**src/rtl/conv33_pkg.sv**
```systemverilog
// Shared constants and FSM state encoding for the conv33 bias loader.
// Default widths and the acknowledge timeout live here so the top and bench agree.
package conv33_pkg;

    localparam int BIAS_WIDTH_DEF  = 16;
    localparam int ADDR_WIDTH_DEF  = 6;
    localparam int ACK_TIMEOUT_DEF = 15;

    typedef enum logic [2:0] {
        S_IDLE     = 3'd0,
        S_FETCH    = 3'd1,
        S_WAIT_RD  = 3'd2,
        S_LOAD     = 3'd3,
        S_WAIT_ACK = 3'd4,
        S_HOLD     = 3'd5,
        S_DONE     = 3'd6
    } state_t;

endpackage

```
**src/rtl/conv33_bias_loader.sv**
```systemverilog
// Per-channel bias fetch/load sequencer for a 3x3 conv engine; all outputs registered.
// Optional ack watchdog enabled by defining CONV33_BIAS_ACK_TIMEOUT_EN.
module conv33_bias_loader
    import conv33_pkg::*;
#(
    parameter int BIAS_WIDTH  = BIAS_WIDTH_DEF,
    parameter int ADDR_WIDTH  = ADDR_WIDTH_DEF,
    parameter int ACK_TIMEOUT = ACK_TIMEOUT_DEF
) (
    input  logic                  clk,
    input  logic                  rst,
    input  logic                  start,
    input  logic [ADDR_WIDTH-1:0] base_addr,
    input  logic [ADDR_WIDTH-1:0] num_ch,
    input  logic                  ch_done,
    output logic                  mem_rd_en,
    output logic [ADDR_WIDTH-1:0] mem_addr,
    input  logic [BIAS_WIDTH-1:0] mem_rd_data,
    output logic                  load_en,
    output logic [BIAS_WIDTH-1:0] load_data,
    input  logic                  bias_load,
    output logic [ADDR_WIDTH-1:0] ch_idx,
    output logic                  ch_ready,
    output logic                  busy,
    output logic                  done,
    output logic                  err
);

    localparam logic [ADDR_WIDTH-1:0] ONE = {{(ADDR_WIDTH-1){1'b0}}, 1'b1};

    if (ACK_TIMEOUT < 1) begin : g_bad_timeout
        $error("ACK_TIMEOUT must be at least 1");
    end

    state_t                r_state;
    logic [ADDR_WIDTH-1:0] r_base;
    logic [ADDR_WIDTH-1:0] r_num;
    logic [ADDR_WIDTH-1:0] r_ch_idx;
    logic [ADDR_WIDTH-1:0] r_mem_addr;
    logic [BIAS_WIDTH-1:0] r_load_data;
    logic                  r_mem_rd_en;
    logic                  r_load_en;
    logic                  r_ch_ready;
    logic                  r_busy;
    logic                  r_done;
    logic                  w_last_ch;

`ifdef CONV33_BIAS_ACK_TIMEOUT_EN
    localparam int TO_W = $clog2(ACK_TIMEOUT + 1);
    logic [TO_W-1:0] r_to_cnt;
    logic            r_err;
    assign err = r_err;
`else
    assign err = 1'b0;
`endif

    assign w_last_ch = (r_ch_idx == (r_num - ONE));

    // Outputs are set on the transition into the state that owns them, so
    // mem_rd_en is high during FETCH and load_en during LOAD.
    always_ff @(posedge clk) begin
        if (rst) begin
            r_state     <= S_IDLE;
            r_base      <= '0;
            r_num       <= '0;
            r_ch_idx    <= '0;
            r_mem_addr  <= '0;
            r_load_data <= '0;
            r_mem_rd_en <= 1'b0;
            r_load_en   <= 1'b0;
            r_ch_ready  <= 1'b0;
            r_busy      <= 1'b0;
            r_done      <= 1'b0;
`ifdef CONV33_BIAS_ACK_TIMEOUT_EN
            r_to_cnt    <= '0;
            r_err       <= 1'b0;
`endif
        end else begin
            r_mem_rd_en <= 1'b0;
            r_load_en   <= 1'b0;
            r_done      <= 1'b0;
            case (r_state)
                S_IDLE: begin
                    if (start) begin
                        r_base   <= base_addr;
                        r_num    <= num_ch;
                        r_ch_idx <= '0;
                        r_busy   <= 1'b1;
`ifdef CONV33_BIAS_ACK_TIMEOUT_EN
                        r_err    <= 1'b0;
`endif
                        if (num_ch == '0) begin
                            r_state <= S_DONE;
                        end else begin
                            r_state     <= S_FETCH;
                            r_mem_rd_en <= 1'b1;
                            r_mem_addr  <= base_addr;
                        end
                    end
                end
                S_FETCH: begin
                    r_state <= S_WAIT_RD;
                end
                S_WAIT_RD: begin
                    r_load_data <= mem_rd_data;
                    r_load_en   <= 1'b1;
                    r_state     <= S_LOAD;
                end
                S_LOAD: begin
                    r_state <= S_WAIT_ACK;
`ifdef CONV33_BIAS_ACK_TIMEOUT_EN
                    r_to_cnt <= '0;
`endif
                end
                S_WAIT_ACK: begin
                    if (bias_load) begin
                        r_ch_ready <= 1'b1;
                        r_state    <= S_HOLD;
                    end
`ifdef CONV33_BIAS_ACK_TIMEOUT_EN
                    else if (r_to_cnt == TO_W'(ACK_TIMEOUT - 1)) begin
                        r_err   <= 1'b1;
                        r_busy  <= 1'b0;
                        r_state <= S_IDLE;
                    end else begin
                        r_to_cnt <= r_to_cnt + 1'b1;
                    end
`endif
                end
                S_HOLD: begin
                    if (ch_done) begin
                        r_ch_ready <= 1'b0;
                        if (w_last_ch) begin
                            r_state <= S_DONE;
                        end else begin
                            r_ch_idx    <= r_ch_idx + ONE;
                            r_mem_addr  <= r_base + r_ch_idx + ONE;
                            r_mem_rd_en <= 1'b1;
                            r_state     <= S_FETCH;
                        end
                    end
                end
                S_DONE: begin
                    r_done  <= 1'b1;
                    r_busy  <= 1'b0;
                    r_state <= S_IDLE;
                end
                default: begin
                    r_busy  <= 1'b0;
                    r_state <= S_IDLE;
                end
            endcase
        end
    end

    assign mem_rd_en = r_mem_rd_en;
    assign mem_addr  = r_mem_addr;
    assign load_en   = r_load_en;
    assign load_data = r_load_data;
    assign ch_idx    = r_ch_idx;
    assign ch_ready  = r_ch_ready;
    assign busy      = r_busy;
    assign done      = r_done;

endmodule

```
**config.mk**
```make
export PLATFORM = sky130hd
export DESIGN_NAME = conv33_bias_loader
export DESIGN_NICKNAME = d
export VERILOG_FILES = /design/src/rtl/conv33_pkg.sv /design/src/rtl/conv33_bias_loader.sv
export SDC_FILE = /design/constraint.sdc
export NUM_CORES = 1
export LEC_CHECK = 0
export ABC_AREA = 0
export CAP_MARGIN = 20
export CORE_UTILIZATION = 36
export CTS_CLUSTER_DIAMETER = 100
export CTS_CLUSTER_SIZE = 24
export DETAILED_ROUTE_END_ITERATION = 16
export PLACE_DENSITY = 0.74
export REMOVE_ABC_BUFFERS = 1
export SLEW_MARGIN = 20
export SYNTH_ARGS = -nofsm -noshare
export SYNTH_HDL_FRONTEND = slang
export SYNTH_SLANG_ARGS = --single-unit
export TNS_END_PERCENT = 30
```
**constraint.sdc**
```tcl
create_clock -name clk -period 2.8 [get_ports clk]
set_input_delay 0.42 -clock clk [delete_from_list [all_inputs] [get_ports clk]]
set_output_delay 0.42 -clock clk [all_outputs]
set_load 0.1 [all_outputs]
```
==> impl_metrics.ini, run 1 <==
[clock_tree]
clockBufferDepth = 2
cts_root_buffer = clkbuf_8
path_clk_slew_ps = 90
cts_hold_buf = 0
cts_setup_buffers = 0
cts-resized-gates = 0
cts.sink_count = 48
cts-buffers-inserted = 5
htree_levels = 2
cts_tree = built
clk_latency_ps = 300

[floorplanning]
fp-row-count = 28
die-area_mm2 = 0.00679
dieHeight_um = 82.4
start_util_pct = 38.4
io_pins = 67
die_w_um = 82.4
core_area_mm2 = 0.00606

[timing]
rsz0062_at_grt = false
tightestPinTransition_ps = 716
slew_headroom_pct = 52.1
finalSetupTns_ps = 0
maxSlewViolCount = 0
skew_ps = 6.21
hold_viol = 0
fin_crit_ps = 2530
min_period_over_period_pct = 90.4
setup_viol = 0
max_freq_mhz = 395

[detailed_routing]
drcViolationCount = 0
route.vias.total = 2176
ant_nets = 0
first_pass_iters = 4
drt_iter0_drc = 88
wl_per_cell_um = 13.2
wirelength_mm = 5.71
viasPerCell = 5.05

[logic_synthesis]
synth.cell_area_mm2 = 0.00233
synth_top_area_share_pct = 41.3
synth-async-reset-ratio_pct = 0
synthCells = 292
synth_edf_count = 0
synth.area.mux_share_pct = 1.72
ys_seq_elements = 48
synthSimpleGateAreaFrac_pct = 24.6
synth_ff_type = dfxtp_1
synth_top_family_by_area = simple AND/OR/NAND/NOR gates
synth_fa_ha_area_share_pct = 4.63
syn_avg_cell_area_um2 = 7.97
synth_compound_area_share_pct = 16.9
synthTopCellsByArea = dfxtp_1 (41%), nand2_1 (12%), a21oi_1 (9.5%)
synth-xor-area-share_pct = 5.86
yosys_warnings = 0
seq_area_frac_synth_pct = 41.3
synth_top_cell_by_area = dfxtp_1
synth_most_common_cell = nand2_1
yosysUniqueCellTypes = 44
ys_top_cells_by_count = nand2_1 (74), dfxtp_1 (48), a21oi_1 (44), nor2_1 (23), clkbuf_1 (13)

[worst_hold_path]
hp-class = flip-flop to flip-flop
whs_path_depth = 2

[cells_and_area]
fin_nets = 396
n_antenna_cell = 0
syn2layout_area_growth_pct = 31.8
drive_gt1_share_pct = 16.0
fillers = 590

[critical_path]
reg2regPathDepth = 6
crit_required_ps = 2970
crit_fanout = 9
crit_arrival_ps = 2700
cp-end-kind = flip-flop
crit_type = flip-flop to flip-flop
critPathLaunchType = flip-flop

[global_routing]
grt_pass1_vias = 1891
grt_max_degree = 20
antenna_found_initial = 0
grt.overflow.total = 0
grt_pass1_wl_mm = 8.87
grtUsageTotal_pct = 17.1

[job]
drv_cap = 0

[power]
total_power_mw = 2.83
ir_drop_mv = 0.397
p_per_area_mw_per_mm2 = 922
leakage_nw = 1.20

[placement]
place_congestion = 0.836
hpwlAfterDp_mm = 4.20
portBuffers = 65

[status]
status = finished clean
[worst paths after layout]
kind	start	endpoint	slack, ps
setup / recovery	r_num[1]$_SDFFE_PP0P_	mem_addr[2]$_SDFFE_PP0P_	270
hold / removal	busy$_SDFFE_PP0P_	busy$_SDFFE_PP0P_	460
setup reg to reg	r_num[1]$_SDFFE_PP0P_	mem_addr[2]$_SDFFE_PP0P_	270
hold reg to reg	busy$_SDFFE_PP0P_	busy$_SDFFE_PP0P_	460
[registers in the layout (all words and copies together) (netlist names)]
| name | flops |
|---|---|
| r_state | 3 |
| done | 1 |
| load_en | 1 |
| ch_ready | 1 |
| r_base | 6 |
| mem_rd_en | 1 |
| ch_idx | 6 |
| r_num | 6 |
| mem_addr | 6 |
| load_data | 16 |
| busy | 1 |
[per-layer routing]
layer | vias to the layer above | share of wire, % | GRT usage [%] | wire (um)
li1 | 1110 | - | - | -
met1 | 1020 | 47 | 22.3 | 2660
met2 | 38 | 49 | 27.9 | 2770
met3 | 8 | 3.2 | 3.41 | 182
met4 | 0 | 1.6 | 5.79 | 91
met5 | - | 0 | 0 | 0
[cell families (layout without fill, tap and decap cells)]
| logic type | count (synthesis) | count (layout) |
|---|---|---|
| XOR/XNOR | 14 | 14 |
| multiplexers | 4 | 4 |
| buffers and inverters | 26 | 90 |
| AND/OR/NAND/NOR | 129 | 129 |
| other | 1 | 1 |
| flip-flops | 48 | 48 |
| AO/OA/AOI/OAI | 62 | 62 |
| adder cells (fa/ha/maj) | 8 | 8 |
[cell type report]
type	count	area, um^2	area share, %
inverters	8	30.0	0.979
well taps	75	93.8	3.06
multi-input cells	218	1250	40.9
flip-flops and latches	48	961	31.3
repair buffers	74	636	20.7
clock inverters	2	10.0	0.326
clock buffers	6	82.6	2.69
[report_power, final]
group | total [mW] | switching, mW | internal (mW)
Clock | 0.424 | 0.226 | 0.197
Sequential | 0.932 | 0.113 | 0.819
Combinational | 1.47 | 1.06 | 0.410
Total | 2.83 | 1.40 | 1.43
[through the flow]
stage          util, %  std cells  hold WS [ps]  area (um^2)  worst slack, ps
2_1_floorplan        -        274           430         2240            -23.3
3_3_place_gp      49.1        423           443         2970              321
3_5_place_dp      49.1        423           448         2970              260
4_1_cts           50.6        431           461         3070              248
5_1_grt           50.6        431           477         3070              145
6_report          50.6        431           457         3070              268
[critical path, stage by stage, from the launching register on]
cell and delay [ps]:
dfxtp_1 340, or4_1 540, or3_4 350, a2111oi_4 670, a31oi_4 240, mux2i_1 220
nor2_1 50
[cells in the final DEF, fill, tap and decap left out, drive strengths merged, types with 7 or more instances in the layout]
cell type,count
a21oi,44
buf,42
inv,8
nor3,13
clkdlybuf4s50,32
dfxtp,48
nand2,74
xnor2,12
ha,7
nor2,24
Power figures use the tool's default switching activity.
==> inputs of run 2 (changes only) <==
- DONT_BUFFER_PORTS: not set -> 1
- PLACE_DENSITY: 0.74 -> 0.61
==> run 2 against run 1 <==
Against the previous run: sequential share of layout area rose by 6.2 points; sequential cell count did not move; clock skew rose by 0.69 ps; clock power rose by 21%; via count fell by 13%; global-route usage fell by 0.87 points; combinational power fell by 46%; power fell by 2.6%; sequential power rose by 56%; routed wire length fell by 7.7%; cell count fell by 14%; register-to-register slack improved by 200 ps.
==> impl_metrics.ini, run 2 (synthesized netlist as in run 1, its figures left out) <==
[clock_tree]
cts-resized-gates = 0
clockBufferDepth = 2
clk_latency_ps = 300
cts_setup_buffers = 0
cts-buffers-inserted = 5
cts_tree = built
htree_levels = 2
cts_root_buffer = clkbuf_8
path_clk_slew_ps = 100
cts.sink_count = 48
cts_hold_buf = 0

[floorplanning]
io_pins = 67
core_area_mm2 = 0.00606
dieHeight_um = 82.4
fp-row-count = 28
die_w_um = 82.4
die-area_mm2 = 0.00679
start_util_pct = 38.4

[cells_and_area]
layout_commonest_cell = nand2_1
drive_gt1_share_pct = 9.80
instances_no_fill = 371
largest_register_ffs = 16
final_cell_mix = nand2_1 (74), dfxtp_1 (48), a21oi_1 (44)
syn2layout_area_growth_pct = 10.1
n_antenna_cell = 0
final_core_util_pct = 42.2
fin_nets = 336

[worst_hold_path]
min_to = mem_addr[1]$_SDFFE_PP0P_
whs_path_depth = 1
min_from = rst
hp-class = input port to flip-flop

[timing]
maxSlewViolCount = 0
slew_headroom_pct = 33.2
fin_crit_ps = 2340
max_freq_mhz = 428
setup_viol = 0
min_period_over_period_pct = 83.4
tightestPinTransition_ps = 1000
skew_ps = 6.90
hold_viol = 0
rsz0062_at_grt = false
whs_ps = 179

[critical_path]
critPathLaunchType = flip-flop
cp-end-kind = flip-flop
crit_arrival_ps = 2530
reg2regPathDepth = 7
crit_fanout = 11
crit_required_ps = 3000
r2r_end = mem_addr[0]$_SDFFE_PP0P_
crit_type = flip-flop to flip-flop
reg2reg_from = r_num[1]$_SDFFE_PP0P_
reg2reg_slack_ps = 460

[detailed_routing]
first_pass_iters = 4
drcViolationCount = 0
drt_iter0_drc = 95
wirelength_mm = 5.27
wl_per_cell_um = 14.2
ant_nets = 0
route.vias.total = 1892
viasPerCell = 5.10

[placement]
dp_cells = 363
portBuffers = 0
hpwlAfterDp_mm = 3.80
place_congestion = 0.752

[global_routing]
grtUsageTotal_pct = 16.2
grt_pass1_wl_mm = 8.21
antenna_found_initial = 0
grt_max_degree = 50
grt_pass1_vias = 1683
grt.overflow.total = 0

[job]
drv_cap = 0

[power]
p_per_area_mw_per_mm2 = 1080
ir_drop_mv = 0.372
leakage_nw = 0.937

[status]
status = finished clean
run 2: area by class of cell:
| type | instances | area, um^2 |
|---|---|---|
| repair buffers | 14 | 105 |
| flip-flops and latches | 48 | 961 |
| clock inverters | 3 | 47.5 |
| clock buffers | 5 | 68.8 |
| inverters | 8 | 30.0 |
| fillers | 633 | 3500 |
| multi-input cells | 218 | 1250 |
| well taps | 75 | 93.8 |
run 2: worst max-delay path, cell delays in order, from the launching register on:
cell       delay [ps]
dfxtp_1           340
or4_1             540
or3_4             350
a2111oi_4         330
buf_4             240
a31oi_4           170
mux2i_1           180
nor2_1             60
run 2: metal layers:
metal	global-route usage (%)	wire [um]	vias to the layer above
li1	-	-	991
met1	21.3	2490	868
met2	24.7	2500	31
met3	4.95	234	2
met4	6.32	40	0
met5	0	0	-
run 2: how the worst max path moves through the flow:
stage,end,startpoint,cells after the start
final,mem_addr[0]$_SDFFE_PP0P_,r_num[1]$_SDFFE_PP0P_,7
after global routing,mem_addr[2]$_SDFFE_PP0P_,r_num[1]$_SDFFE_PP0P_,7
after CTS,mem_addr[0]$_SDFFE_PP0P_,r_num[1]$_SDFFE_PP0P_,7
after detailed placement,mem_addr[2]$_SDFFE_PP0P_,r_num[2]$_SDFFE_PP0P_,7
after global placement,mem_addr[0]$_SDFFE_PP0P_,r_num[1]$_SDFFE_PP0P_,7
after floorplan,mem_addr[0]$_SDFFE_PP0P_,ch_idx[5]$_SDFFE_PP0P_,6
run 2: metrics by stage:
stage	total power [mW]	area (um^2)	setup TNS (ps)	setup slack (ps)
final	2.75	2560	0	465
after global routing	2.92	2560	0	301
after CTS	2.78	2560	0	457
after detailed placement	2.26	2440	0	478
after global placement	2.24	2440	0	512
after floorplan	2.05	2240	-46.7	-23.3
run 2: power breakdown:
part / switching [mW] / internal (mW) / leakage [nW] / total [mW]
Combinational: 0.498 / 0.289 / 0.488 / 0.787
Sequential: 0.636 / 0.817 / 0.391 / 1.45
Clock: 0.244 / 0.269 / 0.0583 / 0.513
